**src/rtl/db_seq.sv**
```systemverilog
// ============================================================================
// db_seq -- instruction assembler and step sequencer
//
// Sits between the fetch byte stream and the combinational db decoder.
// Incoming bytes are buffered in a DEPTH-entry FIFO. Once the FIFO holds a
// complete instruction (opcode plus insn[7:6] operand bytes), the whole
// instruction is popped and registered onto insn/d1/d2/d3/len in one edge.
// The sequencer then walks the step index is = 0 .. insn[5:3] under the adv
// handshake. If the next instruction is already complete, it is loaded on the
// same edge that retires the last step, so valid stays high between them.
//
// Optional feature macro: DB_SEQ_FLUSH_EN adds the flush input. When flush is
// high on an edge, the FIFO and the current instruction are discarded.
//
// Handshake semantics:
//   in_valid/in_ready: a byte is transferred on every rising edge where both
//     are high. in_ready depends only on rst and the registered fill count,
//     never on in_valid.
//   adv/valid: a step retires on every rising edge where adv and valid are
//     both high. adv is ignored while valid is low.
//
// Ports:
//   clk, rst          clock, synchronous active-high reset
//   in_data/in_valid  fetched byte stream (in_ready = byte accepted)
//   adv               execution unit finished the current step
//   flush             discard everything (only with DB_SEQ_FLUSH_EN)
//   insn, d1..d3      opcode and operand bytes (unused operands read 0)
//   len               operand count, insn[7:6]
//   is                current step index
//   valid, last       live step / final step of this instruction
//   ir_we             one-cycle pulse on the first cycle of a new instruction
//   state_dbg         sequencer state (1 = EXEC, 0 = IDLE)
// ============================================================================
module db_seq #(
   parameter int W     = 8,
   parameter int DEPTH = 8
) (
   input  logic         clk,
   input  logic         rst,
   input  logic [W-1:0] in_data,
   input  logic         in_valid,
   output logic         in_ready,
   input  logic         adv,
`ifdef DB_SEQ_FLUSH_EN
   input  logic         flush,
`endif
   output logic [W-1:0] insn,
   output logic [W-1:0] d1,
   output logic [W-1:0] d2,
   output logic [W-1:0] d3,
   output logic [1:0]   len,
   output logic [2:0]   is,
   output logic         valid,
   output logic         last,
   output logic         ir_we,
   output logic         state_dbg
);

   localparam int AW = $clog2(DEPTH);
   localparam int CW = AW + 1;

   typedef enum logic {
      S_IDLE = 1'b0,
      S_EXEC = 1'b1
   } state_t;

   state_t          state;
   logic [W-1:0]    mem [DEPTH];
   logic [AW-1:0]   rd_ptr;
   logic [AW-1:0]   wr_ptr;
   logic [CW-1:0]   count;

   logic [W-1:0]    head;
   logic [W-1:0]    b1;
   logic [W-1:0]    b2;
   logic [W-1:0]    b3;
   logic [1:0]      head_len;
   logic [CW-1:0]   need;
   logic            complete;
   logic            do_push;
   logic            do_load;
   logic [CW-1:0]   pop_n;
   logic            flush_now;

`ifdef DB_SEQ_FLUSH_EN
   assign flush_now = flush;
`else
   assign flush_now = 1'b0;
`endif

   // Operand bytes sit directly behind the opcode; pointer arithmetic wraps
   // naturally because DEPTH is a power of two.
   assign head     = mem[rd_ptr];
   assign b1       = mem[rd_ptr + AW'(1)];
   assign b2       = mem[rd_ptr + AW'(2)];
   assign b3       = mem[rd_ptr + AW'(3)];
   assign head_len = head[7:6];
   assign need     = CW'(head_len) + CW'(1);

   // Uses the pre-edge count, so a byte arriving this edge is not usable
   // until the following cycle. need >= 1, so an empty FIFO never completes.
   assign complete = (count >= need);

   assign in_ready = !rst && (count < CW'(DEPTH));
   assign do_push  = in_valid && in_ready && !flush_now;

   assign last     = valid && (is == insn[5:3]);
   assign do_load  = complete &&
                     ((state == S_IDLE) || (state == S_EXEC && adv && last));
   assign pop_n    = do_load ? need : '0;

   assign state_dbg = (state == S_EXEC);

   // Storage array carries no reset; only count/pointers define its contents.
   always_ff @(posedge clk) begin
      if (do_push) begin
         mem[wr_ptr] <= in_data;
      end
   end

   always_ff @(posedge clk) begin
      if (rst) begin
         state  <= S_IDLE;
         rd_ptr <= '0;
         wr_ptr <= '0;
         count  <= '0;
         insn   <= '0;
         d1     <= '0;
         d2     <= '0;
         d3     <= '0;
         len    <= '0;
         is     <= '0;
         valid  <= 1'b0;
         ir_we  <= 1'b0;
      end else if (flush_now) begin
         // Output bytes keep their old values; valid=0 marks them stale.
         state  <= S_IDLE;
         rd_ptr <= '0;
         wr_ptr <= '0;
         count  <= '0;
         valid  <= 1'b0;
         ir_we  <= 1'b0;
      end else begin
         ir_we <= 1'b0;
         if (do_load) begin
            insn   <= head;
            d1     <= (head_len >= 2'd1) ? b1 : '0;
            d2     <= (head_len >= 2'd2) ? b2 : '0;
            d3     <= (head_len == 2'd3) ? b3 : '0;
            len    <= head_len;
            is     <= '0;
            ir_we  <= 1'b1;
            valid  <= 1'b1;
            state  <= S_EXEC;
            rd_ptr <= rd_ptr + need[AW-1:0];
         end else if (state == S_EXEC && adv) begin
            if (!last) begin
               is <= is + 3'd1;
            end else begin
               // Nothing queued: drop valid but keep the retired fields.
               state <= S_IDLE;
               valid <= 1'b0;
            end
         end
         if (do_push) begin
            wr_ptr <= wr_ptr + AW'(1);
         end
         count <= count + CW'(do_push) - pop_n;
      end
   end

endmodule

```
**config.mk**
```make
export PLATFORM = sky130hd
export DESIGN_NAME = db_seq
export DESIGN_NICKNAME = d
export VERILOG_FILES = /design/src/rtl/db_seq.sv
export SDC_FILE = /design/constraint.sdc
export NUM_CORES = 1
export LEC_CHECK = 0
export CAP_MARGIN = 20
export CORE_MARGIN = 4
export CORE_UTILIZATION = 63
export CTS_CLUSTER_SIZE = 25
export DETAILED_ROUTE_END_ITERATION = 6
export PLACE_DENSITY = 0.84
export SLEW_MARGIN = 15
export SYNTH_ARGS = -nofsm -noshare
export SYNTH_HDL_FRONTEND = slang
export SYNTH_SLANG_ARGS = --single-unit
```
**constraint.sdc**
```tcl
create_clock -name clk -period 11.5 [get_ports clk]
set_input_delay 2.3 -clock clk [delete_from_list [all_inputs] [get_ports clk]]
set_output_delay 2.3 -clock clk [all_outputs]
set_load 0.1 [all_outputs]
```
; ---- Word level (Yosys, flattened, before mapping)
; Memories as Yosys holds them, arrays and structs flattened. A register that Yosys moved wholly into a read port is not among the register bits.
; Index checks and enable logic that the tools add are counted.
[totals]
regBits = 49
ram_bits = 64
output_inout_bits = 42
input_bits = 12
elab_cells = 54
n_memories = 1
[classes]
bitwise_logic = 2
add_sub_neg = 9
order_cmp = 4
n_eq_ne = 2
n_reduce_logical = 13
n_mux = 12
[mem_list]
columns = name, words, width, rd, rd_ports_with_merged_regs, write_ports, line
row1 = mem, 8, 8, 4, 1, 1, 68  ; logic [W-1:0] mem [DEPTH];
[op_table]
columns = operator, n
row1 = 8-bit two-way mux, 3
row2 = "3-bit by 1-bit adder with 3-bit output, second input constant", 3
row3 = 3-bit two-way mux, 3
row4 = "3-bit by 2-bit adder with 3-bit output, second input constant", 2
row5 = 1-bit logical AND, 6
row6 = 1-bit two-way mux, 6
row7 = 4-bit by 1-bit adder with 4-bit output, 1
row8 = 4-bit by 3-bit greater-or-equal comparator with 1-bit output, 1
row9 = "4-bit < comparator, second input constant", 1
row10 = 2-bit AND reduction, 2
row11 = 2-bit nonzero test, 2
row12 = 4-bit by 3-bit subtractor with 4-bit output, 1
row13 = "2-bit by 1-bit adder with 3-bit output, second input constant", 1
row14 = 3-bit adder, 1
row15 = 3-bit equality test, 1
row16 = "2-bit equality test, second input constant", 1
row17 = "2-bit by 1-bit greater-or-equal comparator with 1-bit output, second input constant", 1
row18 = "2-bit greater-or-equal comparator, second input constant", 1
row19 = 1-bit inverter, 2
row20 = 2-bit OR reduction, 1
row21 = 1-bit logical NOT, 1
row22 = 1-bit logical OR, 1

; ---- Logic depth before layout (Yosys ltp)
[logic_depth]
ltp_word = 7
mapped_depth = 19
depth_no_buf = 17

; ---- Worst setup path after synthesis
; OpenSTA, ideal clock, no wires.
[synth_timing]
path_type = input to output
startpoint = input port rst
endpoint = output port in_ready
arrival_ps = 3737
t_required_ps = 9200
cell_stages = 2
n_path_buf = 1
path_slack_ps = 5463
cell_sequence = clkbuf_1 -> nor2_1
[synth_via]
elab_chain_cells = 2
[synth_lines]
columns = element, line
row1 = from (decl), 39  ; input logic rst,
row2 = 1-bit logical NOT, 104  ; assign in_ready = !rst && (count < CW'(DEPTH));
row3 = 1-bit logical AND, 104
row4 = to (decl), 42  ; output logic in_ready,
; Every way passes these cells.

; ---- Worst setup path after layout
; Same ends and word-level chain as after synthesis.

==> results.md <==
- Number of synthesis warnings: 0
- Register area: 0.00292 sq mm
- Setup Viol. Count Final: 0
- Area after DPL: 0.00665 sq mm
- Final Core Density: 0.777
- CTS Sinks: 114
- Ys flop type: edfxtp_1
- Post-Route Setup TNS: 0 ps
- Detailed Route WL: 15,200 um
- Max Root-Sink Buffers: 2
- Post-placement setup slack: 4890 ps
- Yosys reg bits: 114
- Synth cell types: 50
- Clock period minus worst slack: 6600 ps
- CP arrival: 4300 ps
- Antenna viol nets, final: 0
- Final Slew Violations: 0
- Setup WS post-layout: 4900 ps
- WS Path Type: input pin to output port
- Post-CTS Setup Bufs: 0
- Hold Path Class: flop to flop
- Fmax: 152 MHz
- Drt first pass iters: 7
- Mean Syn Cell Area: 12.8 sq um
- CP required: 9200 ps
- Die footprint: 0.0113 sq mm
- Net count, final: 547
- Worst-path clk slew: 50 ps
- Post-CTS sizing: 0
- Die Y: 106 um
- Max_cap viols: 0
- Post-synth EDFFs: 64
- # rows: 35
- Max H-tree Level: 4
- # diodes: 0
- Largest area contributor in the netlist: edfxtp_1
- First-pass GRT wire length: 23,700 um
- Synth top area cells: edfxtp_1 32%, dfxtp_1 16%, mux4_2 13%, mux2_2 7.4%, ha_1 3.5%
- Drt wl/cell: 23.0 um
- Fin area: 0.00725 sq mm
- GP Congestion: 0.887
- Hold_buf cts: 0
- Multi-input logic area: 0.00293 sq mm
- Initial DRC count: 429
- Vias in the first global route: 4,256
- Post-synthesis async set-or-reset flop share: 0
- Slew @ Worst Pin: 1100 ps
- Final HPWL DP: 9810 um
- Setup crit end kind: output port
- Unrepaired setup endpoints after global routing: no
- FILL cells: 548
- Num CTS Buffers: 17
- IO Port Bufs: 53
- Area share of the largest cell type after synthesis: 0.315
- Syn Inst Count: 477
- Initial core utilization: 0.654
- DRC Markers: 0
- Die X: 106 um
- CTS root buf: clkbuf_8
- Worst-Skew Late Latency: 520 ps
- Largest net degree at the start of global routing: 51
- Top Ports: 54
- Clock Skew: 9.11 ps
- Syn-to-layout area delta: 18.9%
- Core area: 0.00933 sq mm
- Crit share post-route: 0.574
- Synth Cell Area: 0.00610 sq mm
- Status: finished clean
- Routed via count: 4,325
- Seq/Total Area, Yosys: 0.479
- CP startpoint kind: input pin
- Max_slew headroom: 0.262
- Antenna violations before repair: 0
- Total GRT Usage: 0.280
- CTS tree: done
- GR Overflow Total: 0
- Syn nets: 508
- Crit-path max FO: 35
- Layout cells sized above 1: 0.238
- Final hold viol count: 0
- Via density: 6.57
## synthesized netlist by cell type, types with 12 or more instances
library cell and instances:
nand3_1 13, edfxtp_1 64, nand4_1 17, inv_1 16
ha_1 17, nor2_1 13, a21oi_1 18, mux2_2 40
o21ai_0 28, mux2i_1 21, clkbuf_1 13, buf_2 12
mux4_2 36, nand2_1 36, dfxtp_1 50
## logic make-up after synthesis
kind of cell	Yosys count	synth area share
DFF	114	0.479
and+or+nand+nor	103	0.0858
muxes	97	0.241
AOI/OAI and AO/OA	77	0.0866
buffers and inverters	55	0.0421
adders and majority gates	19	0.0415
xor gates and xnor gates	12	0.0234
## worst max-delay path, cell delays in order
cell	delay (ps)
clkdlybuf4s50_1	420
buf_4	260
nor2_1	170
clkdlybuf4s50_1	1150
## sequential cells by signal (all words and copies together) (netlist names), named ones only
signal,flops
count,4
d1,8
d2,8
d3,8
insn,8
ir_we,1
is,3
mem,64
rd_ptr,3
state_dbg,1
wr_ptr,3
## area by class of cell
cell class              count  area share
clock buffers              18      0.0576
clock inverters            14      0.0257
inverters                  17     0.00880
multi-input cells         308       0.404
flip-flops and latches    114       0.403
well taps                 129      0.0223
repair buffers             58      0.0784
## cell usage in the layout, fill, tap and decap left out, types with 3 or more instances in the layout
| cell type | instances |
|---|---|
| a211oi_1 | 6 |
| a21oi_1 | 18 |
| buf_4 | 5 |
| bufinv_16 | 4 |
| clkbuf_16 | 16 |
| clkdlybuf4s50_1 | 53 |
| clkinvlp_4 | 3 |
| dfxtp_1 | 49 |
| edfxtp_1 | 64 |
| ha_1 | 17 |
| inv_1 | 16 |
| mux2_2 | 40 |
| mux2i_1 | 21 |
| mux4_2 | 36 |
| nand2_1 | 36 |
| nand2b_1 | 4 |
| nand3_1 | 13 |
| nand4_1 | 17 |
| nor2_1 | 13 |
| nor2b_1 | 3 |
| nor3_1 | 5 |
| nor3_2 | 3 |
| o21ai_0 | 28 |
| o2bb2ai_1 | 5 |
| o32ai_1 | 5 |
| o32ai_2 | 3 |
| xnor2_1 | 6 |
| xor2_1 | 4 |
## through the flow
| stage | instances | hold slack (ps) |
|---|---|---|
| after CTS | 658 | 457 |
| final | 658 | 453 |
| after floorplan | 477 | 462 |
| after global placement | 626 | 438 |
| after detailed placement | 626 | 449 |
| after global routing | 658 | 478 |
## worst paths after layout
kind | startpoint | to | slack, ps | depth (start not counted)
setup / recovery | rst | in_ready | 4900 | 4
hold / removal | d3[1] | d3[1] | 450 | 2
setup reg to reg | flop | count[3] | 6990 | 16
hold reg to reg | d3[1] | d3[1] | 450 | 2
## routing by layer
metal	GRT usage	up-vias	routed length [um]
met5	0	-	0
met4	0.0934	0	357
met3	0.0589	33	1430
met2	0.467	267	7430
met1	0.367	2116	5930
li1	-	1909	-
Power is left out: the tool's default activity adds up to more than one toggle a clock period on the data nets, which glitch-free logic cannot reach.
==> RTL change, RTL diff (same flow settings) <==
Add a define of `DB_SEQ_FLUSH_EN`.
--- a/src/rtl/db_seq.sv
+++ b/src/rtl/db_seq.sv
@@ -31,6 +31,8 @@
 //   ir_we             one-cycle pulse on the first cycle of a new instruction
 //   state_dbg         sequencer state (1 = EXEC, 0 = IDLE)
 // ============================================================================
+`define DB_SEQ_FLUSH_EN
+
 module db_seq #(
    parameter int W     = 8,
    parameter int DEPTH = 8
Ports: changed (added flush); port bits go from 54 to 55. No check against the original RTL was run, so the function may have changed too.
==> RTL change against the original RTL <==
Clock skew is 0.00092 ns higher. Count of clock-buffer cells in the layout is 1 lower. Final area is 2.7% higher. Synthesized area is 2.6% higher. Setup slack better by 0.074 ns. Sequential cell count stayed put. Wire length is 5.4% lower. Highest routed layer unchanged.
==> RTL change: results (changes against the original RTL) <==
- Status: completed
- Initial antenna violation count: 0 (unchanged)
- First-pass GRT wire length: 22.6 mm (-4.6%)
- Root Buffer Master: clkbuf_8
- Antenna fix cells: 0 (unchanged)
- Seq/Total Area, Yosys: 0.467 (-0.0121)
- 1st-pass router iterations: 5 (-2)
- Commonest cells post-synth: 64 x edfxtp_1, 50 x dfxtp_1, 50 x mux4_2, 42 x nor2_1, 38 x mux2i_1
- Post-layout util: 0.765 (-0.0122)
- CP Launch Point: rst
- Mapped Nets: 510 (+0.39%)
- Worst-margin pin slew: 1.09 ns (-0.0150 ns)
- Largest net degree at the start of global routing: 60 (+18%)
- Leak: 2.45 nW
- Resize count post-CTS: 0 (unchanged)
- Routed wire per std cell: 21.5 um (-6.6%)
- Setup slack, reg-to-reg: 6.67 ns (-0.32 ns)
- Synth top area cells: edfxtp_1 31%, mux4_2 18%, dfxtp_1 16%
- Skew-Pair Late Insertion Delay: 0.52 ns (about the same)
- Vias: 4199 (-2.9%)
- CTS H-tree depth: 4 (unchanged)
- EDFF count, synth: 64 (unchanged)
- Min-delay worst type: register to register
- CTS Buf Count: 17 (unchanged)
- Final Net Count: 552 (+0.91%)
- Arr. time, crit path: 4.23 ns (-0.07 ns)
- Gpl congestion: 0.803 (-9.4%)
- Max reg flops: 64 (unchanged)
- Place WS: 4.97 ns (+0.0799 ns)
- YS warnings: 0 (unchanged)
- Placed Cells: 633 (+1.1%)
- R2r worst-path depth: 14 (-2)
- DPL Wire Length: 9.52 mm (-3.0%)
- Top reg by flops: mem
- Post-Layout Cell Count: 666 (+1.2%)
- Crit path max fanout: 47 (+34%)
- # port buffers: 54 (+1.9%)
- Iter 0 DRT Violations: 463 (+7.9%)
- Vias in the first global route: 4109 (-3.5%)
- Worst Skew: 0.0100 ns (+0.000918 ns)
- Total Routing Usage GR: 0.266 (-0.0146)
- Fmax: 153 MHz (+1.1%)
- Crit path to: in_ready
- Fraction of registers with async set/reset: 0 (unchanged)
- VDD IR max: 0.179 mV
- Maximum root-to-sink buffer count: 2 (unchanged)
- Fillers: 579 (+5.7%)
- Layout cells sized above 1: 0.223 (-0.0149)
- Cell variety after synth: 44 (-12%)
- Mean area per synthesized cell: 13.1 um^2 (+2.4%)
- Switching Fraction: 0.455
- DP Area: 0.00683 mm^2 (+2.8%)
==> RTL change: kinds of logic after synthesis <==
logic type / Yosys count / share of synthesized area
AOI/OAI and AO/OA: 60 / 0.0672
xor gates and xnor gates: 12 / 0.0204
adders and majority gates: 19 / 0.0404
buffers and inverters: 48 / 0.0368
DFF: 114 / 0.467
muxes: 103 / 0.268
and+or+nand+nor: 122 / 0.100
==> RTL change: cell type report <==
cell class              instances  share of cell area
clock buffers                  17              0.0556
clock inverters                15              0.0249
inverters                      11             0.00555
multi-input cells             316               0.419
flip-flops and latches        114               0.393
well taps                     133              0.0224
repair buffers                 60              0.0797
==> RTL change: critical path, stage by stage <==
cell,delay [ns]
clkdlybuf4s50_1,0.39
buf_4,0.26
nor2_1,0.13
clkdlybuf4s50_1,1.14
==> RTL change: how the worst min path moves through the flow <==
| stage | startpoint | endpoint | slack (ns) | cells past startpoint |
|---|---|---|---|---|
| finish | d1[5] | d1[5] | 0.46 | 2 |
| global route | d1[5] | d1[5] | 0.49 | 2 |
| CTS | d1[5] | d1[5] | 0.46 | 2 |
| detailed placement | d1[5] | d1[5] | 0.45 | 2 |
| global placement | d1[5] | d1[5] | 0.46 | 2 |
| floorplan | wr_ptr[0] | wr_ptr[0] | 0.53 | 2 |
==> RTL change: power groups by stage <==
stage	Clock, mW	Combinational, mW	Sequential [mW]
5_1_grt	0.551	1.36	0.564
4_1_cts	0.528	1.26	0.563
2_1_floorplan	0	0.724	0.845
3_5_place_dp	0	1.24	0.569
6_report	0.525	1.27	0.556
3_3_place_gp	0	1.22	0.566
==> RTL change: per-layer routing <==
metal | vias to the layer above | GRT usage | wire length, um | part of all wire
li1 | 1910 | - | - | -
met1 | 2046 | 0.354 | 5730 | 0.40
met2 | 217 | 0.422 | 7030 | 0.49
met3 | 26 | 0.0630 | 1270 | 0.088
met4 | 0 | 0.111 | 291 | 0.020
met5 | - | 0 | 0 | 0
